--- config.mk ---
export PLATFORM = sky130hd
export DESIGN_NAME = instruction_fetch_flat
export DESIGN_NICKNAME = d
export VERILOG_FILES = /design/src/rtl/instruction_fetch_pkg.sv /design/src/rtl/instruction_fetch_if.sv /design/src/rtl/pc_reg.sv /design/src/rtl/instruction_fetch.sv /design/src/flat_wrapper.sv
export SDC_FILE = /design/constraint.sdc
export NUM_CORES = 1
export LEC_CHECK = 0
export BUFFER_PORTS_ARGS = -buffer_cell sky130_fd_sc_hd__buf_2
export CORE_MARGIN = 2
export CORE_UTILIZATION = 43
export CTS_CLUSTER_SIZE = 20
export DETAILED_ROUTE_END_ITERATION = 16
export GPL_TIMING_DRIVEN = 0
export PLACE_DENSITY_LB_ADDON = 0.15
export SYNTH_ARGS = -nofsm -noshare
export SYNTH_HDL_FRONTEND = slang
export SYNTH_SLANG_ARGS = --single-unit
--- constraint.sdc ---
create_clock -name clk -period 3.1 [get_ports clk]
set_input_delay 0.31 -clock clk [delete_from_list [all_inputs] [get_ports clk]]
set_output_delay 0.31 -clock clk [all_outputs]
set_load 0.005 [all_outputs]
--- src/rtl/instruction_fetch_pkg.sv ---
// -----------------------------------------------------------------------------
// instruction_fetch_pkg
//   Shared types and constants for the instruction fetch stage: word width,
//   fetch FSM states, PC next-value selector, IF/ID register layout and small
//   address helpers used to bound fetches against the instruction memory size.
// -----------------------------------------------------------------------------
package instruction_fetch_pkg;

    localparam int unsigned XLEN    = 32;
    localparam int unsigned COUNT_W = 16;

    typedef logic [XLEN-1:0]    word_t;
    typedef logic [COUNT_W-1:0] count_t;

    localparam word_t NOP_INSTR = 32'h0000_0000;
    localparam word_t PC_STEP   = 32'd4;

    // Fetch controller states.
    typedef enum logic [1:0] {
        ST_IDLE = 2'd0,
        ST_RUN  = 2'd1,
        ST_HALT = 2'd2
    } fetch_state_e;

    // Next-PC source chosen by the fetch controller each cycle.
    typedef enum logic [1:0] {
        PC_HOLD     = 2'd0,
        PC_ADVANCE  = 2'd1,
        PC_REDIRECT = 2'd2,
        PC_RESTART  = 2'd3
    } pc_sel_e;

    // Contents of the IF/ID pipeline register.
    typedef struct packed {
        word_t instr;
        word_t pc4;
        logic  valid;
    } if_id_t;

    // Branch targets are forced onto a word boundary.
    function automatic word_t word_align(input word_t addr);
        return {addr[XLEN-1:2], 2'b00};
    endfunction

    // True when all four bytes of the word at addr lie inside memory.
    // Evaluated in 33 bits so addresses near 2^32 cannot wrap into range.
    function automatic logic word_fits(input word_t addr, input int unsigned mem_bytes);
        return ({1'b0, addr} + 33'd3) < 33'(mem_bytes);
    endfunction

    // True when addr is at or beyond the end of instruction memory.
    function automatic logic past_end(input word_t addr, input int unsigned mem_bytes);
        return {1'b0, addr} >= 33'(mem_bytes);
    endfunction

endpackage

--- src/rtl/instruction_fetch_if.sv ---
// -----------------------------------------------------------------------------
// instruction_fetch_if
//   Bundles the fetch stage's control inputs, instruction-memory port and
//   IF/ID outputs.
//   master : the fetch stage (drives address and the IF/ID outputs)
//   slave  : the environment (control inputs, memory read data)
//   Signals:
//     startin, stall, flush, branch_taken, branch_target  -> fetch stage
//     instruction (combinational memory read data)        -> fetch stage
//     address, if_id_instruction, if_id_pc4, if_id_valid,
//     halted, fetch_count                                 <- fetch stage
// -----------------------------------------------------------------------------
interface instruction_fetch_if;
    import instruction_fetch_pkg::*;

    logic   startin;
    logic   stall;
    logic   flush;
    logic   branch_taken;
    word_t  branch_target;
    word_t  address;
    word_t  instruction;
    word_t  if_id_instruction;
    word_t  if_id_pc4;
    logic   if_id_valid;
    logic   halted;
    count_t fetch_count;

    modport master (
        input  startin, stall, flush, branch_taken, branch_target, instruction,
        output address, if_id_instruction, if_id_pc4, if_id_valid, halted, fetch_count
    );

    modport slave (
        output startin, stall, flush, branch_taken, branch_target, instruction,
        input  address, if_id_instruction, if_id_pc4, if_id_valid, halted, fetch_count
    );

endinterface

--- src/rtl/pc_reg.sv ---
// -----------------------------------------------------------------------------
// pc_reg
//   Program counter register with its next-PC multiplexer.
//   Ports:
//     clk, rst     clock, asynchronous active-high reset (PC <= RESET_PC)
//     pc_sel_i     next-PC source: hold, +4, redirect to target, restart
//     target_i     redirect byte address (word-aligned here)
//     pc_o         current PC
//     pc_plus4_o   current PC + 4 (modulo 2^32)
// -----------------------------------------------------------------------------
module pc_reg
    import instruction_fetch_pkg::*;
#(
    parameter word_t RESET_PC = 32'h0000_0000
) (
    input  logic    clk,
    input  logic    rst,
    input  pc_sel_e pc_sel_i,
    input  word_t   target_i,
    output word_t   pc_o,
    output word_t   pc_plus4_o
);

    word_t pc_q;
    word_t pc_d;

    assign pc_plus4_o = pc_q + PC_STEP;
    assign pc_o       = pc_q;

    // NOTE: pc_d gets a default before the case so every path assigns it;
    // a missing assignment in combinational logic would infer a latch.
    always_comb begin
        pc_d = pc_q;
        case (pc_sel_i)
            PC_HOLD:     pc_d = pc_q;
            PC_ADVANCE:  pc_d = pc_plus4_o;
            PC_REDIRECT: pc_d = word_align(target_i);
            PC_RESTART:  pc_d = RESET_PC;
            default:     pc_d = pc_q;
        endcase
    end

    // NOTE: state registers use non-blocking assignment so every flop samples
    // the pre-edge values, independent of block evaluation order.
    always_ff @(posedge clk or posedge rst) begin
        if (rst) begin
            pc_q <= RESET_PC;
        end else begin
            pc_q <= pc_d;
        end
    end

endmodule

--- src/rtl/instruction_fetch.sv ---
// -----------------------------------------------------------------------------
// instruction_fetch
//   Instruction fetch stage: IDLE/RUN/HALT controller, IF/ID pipeline register
//   and saturating fetch counter; the PC lives in pc_reg.
//   Parameters:
//     RESET_PC   first fetch address after reset / start
//     MEM_BYTES  instruction memory size; fetching stops at or beyond it
//   Ports:
//     clk, rst   clock, asynchronous active-high reset
//     fetch_if   instruction_fetch_if.master (controls, memory port, IF/ID)
//   Per-edge priority in RUN: branch_taken > stall > flush > normal advance.
//   A PC that has been redirected outside memory halts on the following edge
//   without touching memory.
// -----------------------------------------------------------------------------
module instruction_fetch
    import instruction_fetch_pkg::*;
#(
    parameter word_t       RESET_PC  = 32'h0000_0000,
    parameter int unsigned MEM_BYTES = 40
) (
    input  logic                clk,
    input  logic                rst,
    instruction_fetch_if.master fetch_if
);

    localparam if_id_t IF_ID_BUBBLE = '{instr: NOP_INSTR, pc4: '0, valid: 1'b0};

    fetch_state_e state_q, state_d;
    if_id_t       if_id_q, if_id_d;
    count_t       count_q, count_d;
    pc_sel_e      pc_sel;
    word_t        pc;
    word_t        pc_plus4;
    logic         pc_fetchable;
    logic         next_out_of_range;

    pc_reg #(
        .RESET_PC (RESET_PC)
    ) u_pc_reg (
        .clk        (clk),
        .rst        (rst),
        .pc_sel_i   (pc_sel),
        .target_i   (fetch_if.branch_target),
        .pc_o       (pc),
        .pc_plus4_o (pc_plus4)
    );

    // The current PC may only be captured if its whole word is in memory;
    // after an out-of-range redirect this is what stops the stray read.
    assign pc_fetchable      = word_fits(pc, MEM_BYTES);
    assign next_out_of_range = past_end(pc_plus4, MEM_BYTES);

    always_comb begin
        state_d = state_q;
        if_id_d = if_id_q;
        count_d = count_q;
        pc_sel  = PC_HOLD;

        case (state_q)
            ST_IDLE: begin
                pc_sel  = PC_RESTART;
                if_id_d = IF_ID_BUBBLE;
                if (fetch_if.startin) begin
                    state_d = ST_RUN;
                end
            end

            ST_RUN: begin
                if (!pc_fetchable) begin
                    if_id_d = IF_ID_BUBBLE;
                    state_d = ST_HALT;
                end else if (fetch_if.branch_taken) begin
                    pc_sel  = PC_REDIRECT;
                    if_id_d = IF_ID_BUBBLE;
                end else if (fetch_if.stall) begin
                    // PC and count freeze; a concurrent flush still squashes IF/ID.
                    if (fetch_if.flush) begin
                        if_id_d = IF_ID_BUBBLE;
                    end
                end else begin
                    pc_sel = PC_ADVANCE;
                    if (fetch_if.flush) begin
                        if_id_d = IF_ID_BUBBLE;
                    end else begin
                        if_id_d = '{instr: fetch_if.instruction, pc4: pc_plus4, valid: 1'b1};
                        count_d = (count_q == '1) ? count_q : count_q + count_t'(1);
                    end
                    // The last in-range word is still captured on this edge.
                    if (next_out_of_range) begin
                        state_d = ST_HALT;
                    end
                end
            end

            ST_HALT: begin
                if_id_d = IF_ID_BUBBLE;
            end

            default: begin
                state_d = ST_IDLE;
                if_id_d = IF_ID_BUBBLE;
            end
        endcase
    end

    always_ff @(posedge clk or posedge rst) begin
        if (rst) begin
            state_q <= ST_IDLE;
            if_id_q <= IF_ID_BUBBLE;
            count_q <= '0;
        end else begin
            state_q <= state_d;
            if_id_q <= if_id_d;
            count_q <= count_d;
        end
    end

    assign fetch_if.address           = pc;
    assign fetch_if.if_id_instruction = if_id_q.instr;
    assign fetch_if.if_id_pc4         = if_id_q.pc4;
    assign fetch_if.if_id_valid       = if_id_q.valid;
    assign fetch_if.halted            = (state_q == ST_HALT);
    assign fetch_if.fetch_count       = count_q;

endmodule

--- src/flat_wrapper.sv ---
// flat-port wrapper written by rule: the top's interface ports become plain ports
module instruction_fetch_flat import instruction_fetch_pkg::*;
#(
    parameter word_t       RESET_PC  = 32'h0000_0000,
    parameter int unsigned MEM_BYTES = 40
)
  (clk, rst, fetch_if_startin, fetch_if_stall, fetch_if_flush, fetch_if_branch_taken, fetch_if_branch_target, fetch_if_instruction, fetch_if_address, fetch_if_if_id_instruction, fetch_if_if_id_pc4, fetch_if_if_id_valid, fetch_if_halted, fetch_if_fetch_count);
  instruction_fetch_if fetch_if_i ();
  input  logic clk;
  input  logic rst;
  input wire logic [$bits(fetch_if_i.startin)-1:0] fetch_if_startin;
  input wire logic [$bits(fetch_if_i.stall)-1:0] fetch_if_stall;
  input wire logic [$bits(fetch_if_i.flush)-1:0] fetch_if_flush;
  input wire logic [$bits(fetch_if_i.branch_taken)-1:0] fetch_if_branch_taken;
  input wire logic [$bits(fetch_if_i.branch_target)-1:0] fetch_if_branch_target;
  input wire logic [$bits(fetch_if_i.instruction)-1:0] fetch_if_instruction;
  output wire logic [$bits(fetch_if_i.address)-1:0] fetch_if_address;
  output wire logic [$bits(fetch_if_i.if_id_instruction)-1:0] fetch_if_if_id_instruction;
  output wire logic [$bits(fetch_if_i.if_id_pc4)-1:0] fetch_if_if_id_pc4;
  output wire logic [$bits(fetch_if_i.if_id_valid)-1:0] fetch_if_if_id_valid;
  output wire logic [$bits(fetch_if_i.halted)-1:0] fetch_if_halted;
  output wire logic [$bits(fetch_if_i.fetch_count)-1:0] fetch_if_fetch_count;
  assign fetch_if_i.startin = fetch_if_startin;
  assign fetch_if_i.stall = fetch_if_stall;
  assign fetch_if_i.flush = fetch_if_flush;
  assign fetch_if_i.branch_taken = fetch_if_branch_taken;
  assign fetch_if_i.branch_target = fetch_if_branch_target;
  assign fetch_if_i.instruction = fetch_if_instruction;
  assign fetch_if_address = fetch_if_i.address;
  assign fetch_if_if_id_instruction = fetch_if_i.if_id_instruction;
  assign fetch_if_if_id_pc4 = fetch_if_i.if_id_pc4;
  assign fetch_if_if_id_valid = fetch_if_i.if_id_valid;
  assign fetch_if_halted = fetch_if_i.halted;
  assign fetch_if_fetch_count = fetch_if_i.fetch_count;
  instruction_fetch #(.RESET_PC(RESET_PC), .MEM_BYTES(MEM_BYTES)) u_core (.clk(clk), .rst(rst), .fetch_if(fetch_if_i));
endmodule
==> results of run 1 <==
[power by group through the flow]
| stage | Combinational [mW] | Clock, mW | Sequential (mW) |
|---|---|---|---|
| floorplan | 0.574 | 0 | 1.77 |
| global placement | 0.919 | 0 | 1.79 |
| detailed placement | 0.945 | 0 | 1.80 |
| CTS | 0.952 | 0.801 | 1.77 |
| global route | 1.05 | 0.860 | 1.80 |
| finish | 0.937 | 0.776 | 1.77 |
[registers in the layout, indices dropped and copies added, names as in the netlist]
| signal | count |
|---|---|
| u_core.fetch_if.if_id_pc4 | 31 |
| u_core.u_pc_reg.pc_o | 30 |
| u_core.fetch_if.if_id_instruction | 32 |
| u_core.fetch_if.if_id_valid | 1 |
| u_core.state_q | 2 |
| u_core.fetch_if.fetch_count | 16 |
[area by class of cell]
cell class	instances	area (sq um)
clock buffer	13	149
multi-input combinational	199	1440
buffer	18	88.8
clock inverter	3	17.5
fill	868	4160
tap	133	166
sequential	112	2800
inverter	7	30.0
timing repair buffer	183	966
[worst max-delay path, stage by stage (launching register included)]
cell,delay (ps)
sky130_fd_sc_hd__dfrtp_1,410
sky130_fd_sc_hd__nor4_1,410
sky130_fd_sc_hd__nand4_2,290
sky130_fd_sc_hd__nor4_2,890
sky130_fd_sc_hd__clkbuf_1,410
sky130_fd_sc_hd__a22o_1,200
[stage by stage]
step	power (mW)	instance area [sq um]	utilization
2_1_floorplan	2.35	4360	-
3_3_place_gp	2.71	5420	0.552
3_5_place_dp	2.75	5480	0.558
4_1_cts	3.53	5660	0.576
5_1_grt	3.71	5660	0.576
6_report	3.49	5660	0.576
[worst paths after layout]
path | start | to | slack, ps | depth (start not counted)
worst max-delay path | u_core.u_pc_reg.pc_o[19] | u_core.fetch_if.if_id_instruction[1] | 430 | 5
worst min-delay path | fetch_if_startin | u_core.state_q[0] | 140 | 2
worst max register to register | u_core.u_pc_reg.pc_o[19] | u_core.fetch_if.if_id_instruction[1] | 430 | 5
worst min register to register | u_core.fetch_if.if_id_pc4[3] | u_core.fetch_if.if_id_pc4[3] | 480 | 2
max in group asynchronous | rst | u_core.fetch_if.fetch_count[3] | 2020 | 5
min in group asynchronous | rst | u_core.fetch_if.if_id_pc4[19] | 420 | 3
[Yosys cell counts (all sizes together) (2+ instances only)]
master / number
dfrtp: 112
a22o: 59
and2: 27
nand2: 12
nor4: 12
xor2: 11
nor2: 10
buf: 9
clkbuf: 9
nand3: 9
nand4: 9
inv: 7
xnor2: 7
nor3: 6
o21ai: 5
ha: 3
nor3b: 3
a22oi: 2
a311o: 2
nor4b: 2
or2: 2
or4: 2
[layout by cell type, fill, tap and decap left out, types with 6 or more instances in the layout]
cell type	instances
sky130_fd_sc_hd__nor4_1	10
sky130_fd_sc_hd__dfrtp_1	112
sky130_fd_sc_hd__buf_2	184
sky130_fd_sc_hd__xnor2_1	7
sky130_fd_sc_hd__nand3_1	9
sky130_fd_sc_hd__nand2_1	12
sky130_fd_sc_hd__xor2_1	11
sky130_fd_sc_hd__and2_1	27
sky130_fd_sc_hd__a22o_1	59
sky130_fd_sc_hd__nand4_1	8
sky130_fd_sc_hd__nor2_1	10
sky130_fd_sc_hd__inv_1	6
sky130_fd_sc_hd__clkbuf_1	12
sky130_fd_sc_hd__clkbuf_8	10
[repair_timing]
item,in CTS,in global routing
setup buffers,0,0
hold buffers,1,0
endpoints found under the setup margin,0,0
hold endpoints to repair,6,0
[per-layer routing]
layer / part of all wire / wire, microns / track usage / vias up
met3: 0.060 / 632 / 0.0387 / 14
met1: 0.46 / 4870 / 0.276 / 1675
met4: 0.016 / 173 / 0.0724 / 0
met5: 0 / 0 / 0 / -
met2: 0.46 / 4820 / 0.307 / 126
li1: - / - / - / 1608
[logic make-up after synthesis]
group           Yosys count
xor+xnor                 18
buf+inv                  25
simple gates             99
compound gates           76
fa+ha+maj                 3
other cells               1
flops                   112
mux                       1
==> results, run 1 <==
- The run finished with clean final reports.
- Of the total power, the share spent switching nets is 0.332.
- The final worst setup slack is 426 ps.
- From left edge to right edge, the die measures 105 microns.
- The site row count is 36.
- Subtracting the final worst setup slack from the clock period gives 2670 ps.
- The power dissipated by switching net loads is 1.16 mW.
- The share of total power dissipated in sequential elements is 0.509.
- The warning count from the yosys run is 0.
- sky130_fd_sc_hd__dfrtp_1 takes more of the synthesized area than any other cell.
- The effective utilization at floorplan is 0.443.
- The sum of overflow across all layers after global routing is 0.
- In this run the mean area of a mapped cell was 13.0 sq um.
- The antenna diode count is 0.
- The internal power of the cells totals 2.33 mW.
- The number of endpoints failing setup at the final stage is 0.
- The critical-path maximum fanout is 10.
- The worst setup skew after layout is 10.3 ps.
- By area the synthesized netlist is led by sky130_fd_sc_hd__dfrtp_1 (64%), sky130_fd_sc_hd__a22o_1 (12%), sky130_fd_sc_hd__and2_1 (3.9%).
- The via count normalized by instance count is 5.12.
- Buffers placed on the I/O ports in this run total 179.
- After clock tree synthesis, the repair step resized 0 gates.
- Once layout is complete, the cells apart from fillers number 668.
- The transition at the pin with the smallest max-transition slack is 1180 ps.
- The net count of the finished layout is 603.
- The kind of capture point of the worst setup path is a register.
- Timing analysis after detailed placement gives a worst setup slack of 294 ps.
- The number of top-level design ports is 184.
- The area of the die is 10,900 sq um.
- The maximum resistive drop on vdd is 352 uV.
- The placeable core region is 9820 sq um.
- The max-slew violation count is 0.
- The proportion of power drawn by the clock network is 0.222.
- The weighted congestion reported at the end of routability-driven placement is 0.835.
- The worst endpoint required time is 3400 ps.
- The clock slew at the register clock pins of the worst setup and hold paths is 100 ps.
- In this run, placement finished with an instance count of 651.
- Headroom to the max-slew limit came out at 0.209.
- The part of the Yosys area used for sequential elements is 0.644.
- The post-synthesis mux area share is 0.00259.
- The overall die height is 105 microns.
- CTS saw 112 sinks.
- Of the total synthesized cell area, the portion taken by full adders, half adders and majority gates is 0.00862.
- Setup repair after global routing left no endpoint under its margin.
- The worst path arrival time is 2980 ps.
- In this run, synthesis inferred 0 flip-flops with an integrated enable.
- The wire length of the first global-routing pass is 17.3 mm.
- The post-synthesis compound-gate area fraction is 0.145.
- The number of hold-slack violations in the final timing report is 0.
- The maximum root-to-sink buffer count is 2.
- The power density over the cells is 616 nW/um^2.
- The detailed router finished its first iteration with 214 violations.
- In this run the worst hold path is classified as primary input to register.
- The analysis attributes to cell leakage a power of 3.17 nW.
- The share of flip-flops with an asynchronous set or reset after synthesis is 1.00.
- Of the cells placed in the final design, the portion with a size suffix greater than 1 is 0.400.
- The mean routed wirelength per cell is 15.7 microns.
- The pin count of the biggest net entering global routing is 44.
- The clock latency on the worst-skew pair is 370 ps.
- The achievable clock frequency is 0.374 GHz.
- The layout-stage area growth over the synthesis result is 30.0%.
- The number of global-route vias before repair is 3,352.
- The count of vias placed by the detailed router is 3,423.
- The HPWL after detailed placement is 7.69 mm.
- TritonCTS built the clock tree.
- The synthesized cell area is 4350 sq um.
- The netlist uses 43 different library cells.
- The accumulated negative setup slack is 0 ps.
- The area share of the largest cell type after synthesis is 0.644.
- The max-cap check violation count is 0.
- The number of routed nets with antenna violations is 0.
- The post-synthesis share of cell area spent on xor and xnor gates is 0.0362.
- CTS built an H-tree with a depth of 3.
- The worst setup path category is register to register.
- Wires add up to 10.5 mm.
- In the synthesized netlist the dominant register cell turns out to be sky130_fd_sc_hd__dfrtp_1.
- Before antenna repair, the detailed router went through 4 iterations.
- Of the total synthesized cell area, the portion taken by AND, OR, NAND and NOR gates is 0.136.
- Counting flops and latches in the post-synthesis netlist gives 112.
- The number of cells produced by synthesis is 335.
- STA classifies the critical path startpoint as a register.
- The number of buffers created by CTS is 9.
- The post-route fraction of the period consumed by the critical path is 0.863.
- On the final layout, the worst hold slack is 137 ps.
- The number of antenna violations at the first check in global routing is 0.
- The number of design rule violations left after detail routing is 0.
- The dominant combinational cell family by area after synthesis is compound AO/OA/AOI/OAI gates.
- The combinational share of power is 0.269.
- The overall global routing resource usage is 0.197.
- Clock tree synthesis selected as its root buffer the cell sky130_fd_sc_hd__clkbuf_8.
Power figures use the tool's default switching activity.
==> inputs of run 2 (changes only) <==
--- a/config.mk
+++ b/config.mk
@@ -10,7 +10,6 @@
 export CORE_UTILIZATION = 43
 export CTS_CLUSTER_SIZE = 20
 export DETAILED_ROUTE_END_ITERATION = 16
-export GPL_TIMING_DRIVEN = 0
 export PLACE_DENSITY_LB_ADDON = 0.15
 export SYNTH_ARGS = -nofsm -noshare
 export SYNTH_HDL_FRONTEND = slang
==> results, run 2 (synthesis gave the netlist of run 1 again) <==
- In this run the tightest slew margin relative to its limit is 0.425.
- The HPWL after detailed placement is 7.09 mm.
- TritonCTS built the clock tree.
- In this run the worst path has a maximum fanout of 13.
- The H-tree was split into 3 levels.
- The clock net in this run drives a total of 112 sinks.
- The register with the most flip-flops in the layout has 32 of them.
- In the global route stage, overall resource usage came out at 0.189.
- The floorplan step defined a die boundary enclosing 10,900 sq um.
- The hold buffer count at cts is 0.
- The floorplan has 36 rows.
- The kind of start point of the critical path is a register.
- The share of total power in sequential cells is 0.493.
- The total of cells resized after clock tree synthesis is 0.
- The internal power contribution is 2.36 mW.
- The number of antenna diodes in the final layout is 0.
- In this run the tool buffered the top-level ports with 179 buffer cells.
- The first detailed-routing pass took 4 iterations.
- In the layout the commonest cells are sky130_fd_sc_hd__buf_2 (179), sky130_fd_sc_hd__dfrtp_1 (112), sky130_fd_sc_hd__a22o_1 (59), sky130_fd_sc_hd__and2_1 (27), sky130_fd_sc_hd__nand2_1 (12).
- The static leakage is 3.15 nW.
- The most common library cell in the layout ignoring fill and taps is sky130_fd_sc_hd__buf_2.
- Clock-pin slew was measured on the worst setup and hold paths at 120 ps.
- The floorplan die width is 105 microns.
- The final net count is 590.
- At the end of routability-driven placement, the weighted congestion stood at 0.829.
- The via count normalized by instance count is 5.15.
- Relative to the synthesized area, the layout overhead comes to 29.1%.
- For this block, the via count after detailed routing is 3,372.
- Clock latency on the worst-skew pair, taken at its later pin, is 370 ps.
- The number of global-route vias before repair came to 3,284.
- After the first detailed-routing iteration, the DRC count stood at 176.
- After routing, the total negative slack on setup checks comes to 0 ps.
- STA puts the critical path data required time at 3350 ps.
- The sum of overflow across all layers after global routing is 0.
- The number of hold-slack violations in the final timing report was 0.
- After clock tree synthesis, the setup repair step added 0 buffers.
- The power dissipated by switching net loads is 1.23 mW.
- Of the available clock period, the critical path in the final layout requires 0.819.
- Across the routed clock network, the largest skew measured is 16.3 ps.
- The setup slack on the worst flop-to-flop path is 560 ps.
- The routed wire length is 10.1 mm.
- The transition at the pin with the smallest max-transition slack is 855 ps.
- The overall die height is 105 microns.
- The maximum root-to-sink buffer count is 2.
- The flow ran to the end, and the final reports show no timing, DRC or antenna violations.
- The number of buffers created by CTS is 9.
- Of the cells placed in the final design, the portion with a size suffix greater than 1 is 0.414.
- Final hold analysis gives a worst-case slack of 59.2 ps.
- The maximum resistive drop on vdd is 371 uV.
- The number of design rule violations left after detail routing is 0.
- The type of the tightest min-delay check is primary input to async pin.
- The number of antenna violations at the first check in global routing is 0.
- The wire length of the first global-routing pass is 16.7 mm.
- For this design the ratio of total power to cell area is 638 nW/um^2.
- The post-route minimum period is 2540 ps.
- The count of nets left with antenna violations once routing finished came out at 0.
- Entering global routing, the biggest net connects 76 pins.
- Based on the critical path, the design can be clocked at up to 0.394 GHz.
- The kind of capture point of the worst setup path is a register.
- The combinational share of power is 0.276.
- In this run the standard cell core region covers 9820 sq um.
- Setup repair after global routing left no endpoint under its margin.
- The max-slew violation count is 0.
- In this run the clock root is driven by a sky130_fd_sc_hd__clkbuf_8.
- The initial utilization of the core area, before any placement, comes to 0.443.
- The proportion of power drawn by the clock network is 0.231.
- The mean routed wirelength per cell is 15.4 microns.
- Setup violations remaining at the end of the flow were counted as 0.
- The worst setup path category is register to register.
- For this design the top-level I/O count stands at 184.
- The switching fraction of total power is 0.342.
- Data arrives at the worst endpoint at 2790 ps.
- The max-cap check violation count is 0.
-- run 2: final timing paths --
path,from,end,cells past startpoint
worst max-delay path,u_core.u_pc_reg.pc_o[19],u_core.fetch_if.fetch_count[1],5
max in group asynchronous,rst,u_core.fetch_if.fetch_count[1],3
worst max register to register,u_core.u_pc_reg.pc_o[19],u_core.fetch_if.fetch_count[1],5
min in group clk,fetch_if_branch_target[4],u_core.u_pc_reg.pc_o[4],3
worst min register to register,u_core.fetch_if.if_id_valid,u_core.fetch_if.if_id_valid,2
worst min-delay path,rst,u_core.fetch_if.if_id_pc4[12],2
-- run 2: routing by layer --
| metal | part of all wire | track usage | vias to the layer above |
|---|---|---|---|
| li1 | - | - | 1586 |
| met1 | 0.45 | 0.265 | 1638 |
| met2 | 0.47 | 0.297 | 136 |
| met3 | 0.068 | 0.0405 | 12 |
| met4 | 0.013 | 0.0571 | 0 |
| met5 | 0 | 0 | - |
-- run 2: power groups by stage --
| stage | logic, mW | clock network [mW] | registers (mW) |
|---|---|---|---|
| after floorplan | 0.574 | 0 | 1.77 |
| final | 0.991 | 0.829 | 1.77 |
| after detailed placement | 1.00 | 0 | 1.80 |
| after global placement | 0.988 | 0 | 1.79 |
| after CTS | 1.01 | 0.860 | 1.77 |
| after global routing | 1.09 | 0.928 | 1.79 |
-- run 2: stage by stage --
step           instances   util  worst slack (ps)  cell area, sq um  power (mW)
2_1_floorplan        336      -               990              4360        2.35
3_3_place_gp         639  0.554               587              5440        2.78
3_5_place_dp         639  0.554               550              5440        2.80
4_1_cts              655  0.573               522              5620        3.64
5_1_grt              655  0.573               407              5620        3.81
6_report             655  0.573               560              5620        3.59
-- run 2: worst max-delay path, stage by stage, from the launching register on --
cell,delay [ps]
sky130_fd_sc_hd__dfrtp_1,410
sky130_fd_sc_hd__nor4_1,430
sky130_fd_sc_hd__nand4_2,320
sky130_fd_sc_hd__or4_4,690
sky130_fd_sc_hd__nor2_1,210
sky130_fd_sc_hd__mux2_2,350
-- run 2: final cells by class --
type | instances | area [sq um]
Sequential cell | 112 | 2800
Fill cell | 853 | 4200
Tap cell | 133 | 166
Inverter | 7 | 30.0
Clock inverter | 7 | 61.3
Clock buffer | 9 | 124
Timing Repair Buffer | 188 | 976
Multi-Input combinational cell | 199 | 1460
